## src/rtl/uart_tx_fifo.sv

```systemverilog
// uart_tx_fifo - UART transmitter with an internal TX FIFO.
//
// Host words enter through a valid/ready stream and are buffered in a
// FIFO_DEPTH-entry FIFO. A frame FSM pops the head word and serialises it
// onto tx. The frame is a start bit, DATA_BITS data bits (LSB first), an
// optional parity bit, and one or two stop bits. Each bit lasts OVERSAMPLE
// oversample_ticks from baud_gen.
//
// Optional feature macro: UART_TX_CTS_EN. When it is defined, the port
// cts_n is added and a new frame starts only while cts_n is 0.
//
// Ports:
//   clk              system clock
//   reset            asynchronous reset, active-low
//   oversample_tick  one-clk strobe at OVERSAMPLE x baud rate
//   in_valid         host word valid
//   in_ready         FIFO can accept a word
//   in_data          host word, LSB transmitted first
//   parity_en        1 = append parity bit (latched at frame start)
//   parity_odd       1 = odd parity, 0 = even (latched at frame start)
//   two_stop         1 = two stop bits (latched at frame start)
//   cts_n            active-low clear-to-send (only with UART_TX_CTS_EN)
//   tx               serial line, idles high
//   busy             frame in progress or FIFO non-empty
//   fifo_count       words currently buffered
module uart_tx_fifo #(
  parameter int DATA_BITS  = 8,
  parameter int FIFO_DEPTH = 16,
  parameter int OVERSAMPLE = 16
) (
  input  logic                          clk,
  input  logic                          reset,
  input  logic                          oversample_tick,
  input  logic                          in_valid,
  output logic                          in_ready,
  input  logic [DATA_BITS-1:0]          in_data,
  input  logic                          parity_en,
  input  logic                          parity_odd,
  input  logic                          two_stop,
`ifdef UART_TX_CTS_EN
  input  logic                          cts_n,
`endif
  output logic                          tx,
  output logic                          busy,
  output logic [$clog2(FIFO_DEPTH):0]   fifo_count
);

  localparam int AW = $clog2(FIFO_DEPTH);
  localparam int TW = $clog2(OVERSAMPLE);
  localparam int BW = $clog2(DATA_BITS);

  typedef enum logic [2:0] {IDLE, START, DATA, PARITY, STOP1, STOP2} state_t;

  // FIFO storage and pointers. The pointers wrap naturally because
  // FIFO_DEPTH is a power of two.
  logic [DATA_BITS-1:0] mem [FIFO_DEPTH];
  logic [AW-1:0]        wr_ptr_reg;
  logic [AW-1:0]        rd_ptr_reg;
  logic [AW:0]          count_reg;
  logic                 ready_en_reg;  // holds in_ready low until the first clk after reset

  // Frame FSM state
  state_t               state_reg;
  logic [TW-1:0]        tick_cnt_reg;
  logic [BW-1:0]        bit_idx_reg;
  logic [DATA_BITS-1:0] shift_reg;
  logic                 parity_bit_reg;
  logic                 parity_en_reg;
  logic                 two_stop_reg;
  logic                 tx_reg;

  logic                 push;
  logic                 pop;
  logic                 fifo_empty;
  logic                 tick_last;
  logic                 frame_done;
  logic                 cts_ok;
  logic [DATA_BITS-1:0] head_word;

`ifdef UART_TX_CTS_EN
  assign cts_ok = ~cts_n;
`else
  assign cts_ok = 1'b1;
`endif

  assign fifo_empty = (count_reg == '0);
  assign in_ready   = ready_en_reg && (count_reg != (AW+1)'(FIFO_DEPTH));
  assign push       = in_valid && in_ready;
  assign head_word  = mem[rd_ptr_reg];
  assign tick_last  = (tick_cnt_reg == TW'(OVERSAMPLE - 1));

  // The last tick of the final stop bit. If another word is waiting,
  // the next start bit begins on this same tick, so there is no idle gap.
  assign frame_done = tick_last &&
                      (((state_reg == STOP1) && !two_stop_reg) || (state_reg == STOP2));

  // A frame starts (and pops the head word) from IDLE, or back-to-back at
  // the end of a frame.
  assign pop = oversample_tick && !fifo_empty && cts_ok &&
               ((state_reg == IDLE) || frame_done);

  assign tx         = tx_reg;
  assign busy       = (state_reg != IDLE) || !fifo_empty;
  assign fifo_count = count_reg;

  // FIFO RAM write port. It has no reset, so it can map onto memory.
  always_ff @(posedge clk) begin
    if (push) begin
      mem[wr_ptr_reg] <= in_data;
    end
  end

  always_ff @(posedge clk or negedge reset) begin
    if (!reset) begin
      wr_ptr_reg   <= '0;
      rd_ptr_reg   <= '0;
      count_reg    <= '0;
      ready_en_reg <= 1'b0;
    end else begin
      ready_en_reg <= 1'b1;
      if (push) wr_ptr_reg <= wr_ptr_reg + 1'b1;
      if (pop)  rd_ptr_reg <= rd_ptr_reg + 1'b1;
      case ({push, pop})
        2'b10:   count_reg <= count_reg + 1'b1;
        2'b01:   count_reg <= count_reg - 1'b1;
        default: count_reg <= count_reg;
      endcase
    end
  end

  always_ff @(posedge clk or negedge reset) begin
    if (!reset) begin
      state_reg      <= IDLE;
      tick_cnt_reg   <= '0;
      bit_idx_reg    <= '0;
      shift_reg      <= '0;
      parity_bit_reg <= 1'b0;
      parity_en_reg  <= 1'b0;
      two_stop_reg   <= 1'b0;
      tx_reg         <= 1'b1;
    end else if (pop) begin
      // Latch the word and the frame format. The format then holds
      // for the whole frame.
      state_reg      <= START;
      tx_reg         <= 1'b0;
      tick_cnt_reg   <= '0;
      bit_idx_reg    <= '0;
      shift_reg      <= head_word;
      parity_bit_reg <= (^head_word) ^ parity_odd;
      parity_en_reg  <= parity_en;
      two_stop_reg   <= two_stop;
    end else if (oversample_tick && (state_reg != IDLE)) begin
      if (!tick_last) begin
        tick_cnt_reg <= tick_cnt_reg + 1'b1;
      end else begin
        tick_cnt_reg <= '0;
        case (state_reg)
          START: begin
            state_reg   <= DATA;
            tx_reg      <= shift_reg[0];
            shift_reg   <= shift_reg >> 1;
            bit_idx_reg <= '0;
          end
          DATA: begin
            if (bit_idx_reg == BW'(DATA_BITS - 1)) begin
              if (parity_en_reg) begin
                state_reg <= PARITY;
                tx_reg    <= parity_bit_reg;
              end else begin
                state_reg <= STOP1;
                tx_reg    <= 1'b1;
              end
            end else begin
              tx_reg      <= shift_reg[0];
              shift_reg   <= shift_reg >> 1;
              bit_idx_reg <= bit_idx_reg + 1'b1;
            end
          end
          PARITY: begin
            state_reg <= STOP1;
            tx_reg    <= 1'b1;
          end
          STOP1: begin
            state_reg <= two_stop_reg ? STOP2 : IDLE;
            tx_reg    <= 1'b1;
          end
          default: begin
            state_reg <= IDLE;
            tx_reg    <= 1'b1;
          end
        endcase
      end
    end
  end

endmodule

```

## config.mk

```make
export PLATFORM = sky130hd
export DESIGN_NAME = uart_tx_fifo
export DESIGN_NICKNAME = d
export VERILOG_FILES = /design/src/rtl/uart_tx_fifo.sv
export SDC_FILE = /design/constraint.sdc
export NUM_CORES = 1
export LEC_CHECK = 0
export ABC_AREA = 0
export BUFFER_PORTS_ARGS = -buffer_cell sky130_fd_sc_hd__buf_2
export CAP_MARGIN = 20
export CORE_MARGIN = 1.5
export CORE_UTILIZATION = 46
export DETAILED_ROUTE_END_ITERATION = 12
export PLACE_DENSITY = 0.61
export SYNTH_ARGS = -nofsm -noshare
export SYNTH_HDL_FRONTEND = slang
export SYNTH_SLANG_ARGS = --single-unit
```

## constraint.sdc

```tcl
create_clock -name clk -period 9 [get_ports clk]
set_input_delay 0.9 -clock clk [delete_from_list [all_inputs] [get_ports clk]]
set_output_delay 0.9 -clock clk [all_outputs]
set_load 0.02 [all_outputs]
```

==> metrics.txt <==
cell area after placement=approximately 7300 µm²; core footprint=between 15000 and 20000 µm²; Area growth syn-to-layout=11.5%; CTS resizes=0; pwr/cell area=roughly 320 nW/µm²; Worst R2R Setup Slack=about 5.5 ns; number of H-tree levels=4; CTS Buf Count=17; WHS Endpoint=bit_idx_reg[2]; n_diodes=0; Hold Crit Depth=2; Post-Syn Area=7060 µm²; top cells by area, synth=edfxtp_1 (54%), dfrtp_1 (12%), mux4_1 (10%), mux4_2 (2.9%), ha_1 (2.1%); first-pass GRT wire length=20700 µm; vias in the first global route=roughly 3600; area leader, netlist=edfxtp_1; worst path cell trace=or4_1, o21a_1, and2_1, inv_1, ha_1, xor2_1, ha_1, o21a_1, o22a_1, a21oi_1, xor2_1, nor2_1, xnor2_1; Reg2Reg Depth=13; final setup fails=0; Final Max Slew Viols=0; Net count, final=~460; CP Launch Type=register; max-cap viol count=0; RePlAce Congestion=0.734; initial antenna violation count=0; hold_sp=bit_idx_reg[2]; total negative slack=0 ns; Die Width=127 µm; Req. time, crit path=roughly 9.3 ns; placed insts=about 600; Yosys reg bits=around 160; final WL=12900 µm; P_leak=between 2 and 3 nW; share of the synthesized area in the top cell type=a little over half; post-synthesis net count=roughly 430; Initial Utilization=46.8%; Final Hold Viols=0; slew margin rel.=roughly 29%; kind of critical path=register to register; Post-Place Worst Slack=5.55 ns; clock sinks=around 160; Least-Margin Pin Slew=about 1.1 ns; yosys warns=0; post-synthesis sequential area ratio=between 60% and 70%; worst-skew pair later-pin latency=0.42 ns; worst min path class=register to register; post-synthesis cell count=~400; Worst Path Arrival=approximately 3.8 ns; Detailed Route Iter0 Violations=approximately 240; Ports=23; Row Count=45; Clock Path Buffers=2; critical path depth=13; cell family with most CP delay=simple AND/OR/NAND/NOR gates; ys flop type=edfxtp_1; CTS tree=yes; largest net degree at the start of global routing=37; CP peak stage delay=around 0.63 ns; Remaining Overflow, GRT=0; Largest register FFs=between 100 and 150; routed vias=3546; most common library cells after synthesis=edfxtp_1 (128), dfrtp_1 (35), mux4_1 (27); count leader, synth=edfxtp_1; asr flop ratio synth=~22%; worst setup margin=approximately 5.5 ns; Fmax=roughly 0.29 GHz; Die Footprint=between 15000 and 20000 µm²; Global Route Usage Sum=between 10% and 20%; drt first pass iters=4; die height=127 µm; Antenna Nets Post-Route=0; CP Max Fanout=8; Critical R2R Launch=fifo_count[2]; Root Driver=clkbuf_16; DRC=0; vias per cell=approximately 5.6; HPWL after detailed placement=slightly above 8000 µm; Post-Layout Cell Count=629; number of setup buffers added after CTS=0; unrepaired setup endpoints after global routing=no; status=finished, final reports clean; routed length per instance=slightly above 20 µm; terminus of the critical flop-to-flop path=fifo_count[4]; EDFF count, synth=around 130; fin crit share=38.7%; clock-pin slew on the worst setup and hold paths=~0.060 ns; I/O Buffers=22; Worst path slowest cell=or4_1; Overall Power=roughly 2.5 mW; post-route minimum period=about 3.5 ns; fin area=between 7000 and 8000 µm²; hold-fix buffers at CTS=0; Netlist cell types=between 50 and 60; Post-Route Skew=between 0.009 and 0.01 ns; syn_area_per_cell=between 15 and 20 µm²; Worst Setup End Kind=register; fraction of layout cells with a size suffix above 1=17.2%; Buf+Inv Stages, Crit Path=1; Peak supply drop=approximately 0.15 mV
==> routing by layer <==
layer | wire length, µm | GRT usage [%]
met1 | 6140 | 24.7
met2 | 6210 | 27.5
met3 | 446 | 4.56
met4 | 110 | 5.21
met5 | 0 | 0
==> worst max-delay path by stage <==
stage / slack (ns) / from / endpoint
4_1_cts: 5.53 / fifo_count[2] / fifo_count[4]
3_5_place_dp: 5.55 / fifo_count[2] / fifo_count[4]
3_3_place_gp: 5.58 / fifo_count[2] / fifo_count[4]
2_1_floorplan: 5.44 / fifo_count[1] / fifo_count[4]
5_1_grt: 5.25 / fifo_count[2] / fifo_count[4]
6_report: 5.52 / fifo_count[2] / fifo_count[4]
==> stage by stage <==
stage	hold slack, ns	utilization, %
4_1_cts	0.495	52.2
2_1_floorplan	0.449	-
3_5_place_dp	0.476	48.4
6_report	0.488	52.2
3_3_place_gp	0.470	48.4
5_1_grt	0.526	52.2
==> cells in the final DEF, fill, tap and decap left out, types with 5 or more instances in the layout <==
cell type,n
a21oi_1,8
a22oi_1,5
and2_1,17
buf_2,22
clkbuf_16,17
clkinvlp_4,5
dfrtp_1,34
edfxtp_1,128
ha_1,12
inv_1,6
mux2i_1,7
mux4_1,27
mux4_2,9
nand2_1,26
nand3_1,14
nor2_1,14
o21ai_0,15
xnor2_1,7
xor2_1,7
==> where the power goes <==
group / internal, mW / total, mW / switching, mW
registers: 0.913 / 1.05 / 0.138
clock network: 0.387 / 0.690 / 0.302
logic: 0.429 / 0.793 / 0.364
total: 1.73 / 2.53 / 0.805
==> worst min-delay path: stages (launching register included) <==
cell,delay [ns]
dfrtp_1,0.35
nand2_1,0.05
o21ai_0,0.06
==> final cells by class <==
cell class,instances,area (µm²)
Timing Repair Buffer,24,125
Sequential cell,164,4750
Clock buffer,18,429
Fill cell,1216,7220
Multi-Input combinational cell,215,2170
Inverter,6,22.5
Clock inverter,14,144
Tap cell,188,235
==> cell families after synthesis <==
family                     Yosys count  synth area share, %
AOI/OAI and AO/OA                   46                 4.27
xor gates and xnor gates            18                 2.93
adders and majority gates           12                 2.13
buffers and inverters               25                 2.16
DFF                                164                 67.3
muxes                               48                 14.8
other                                1               0.0531
and+or+nand+nor                     90                 6.44
(Power assumes the default switching activity.)
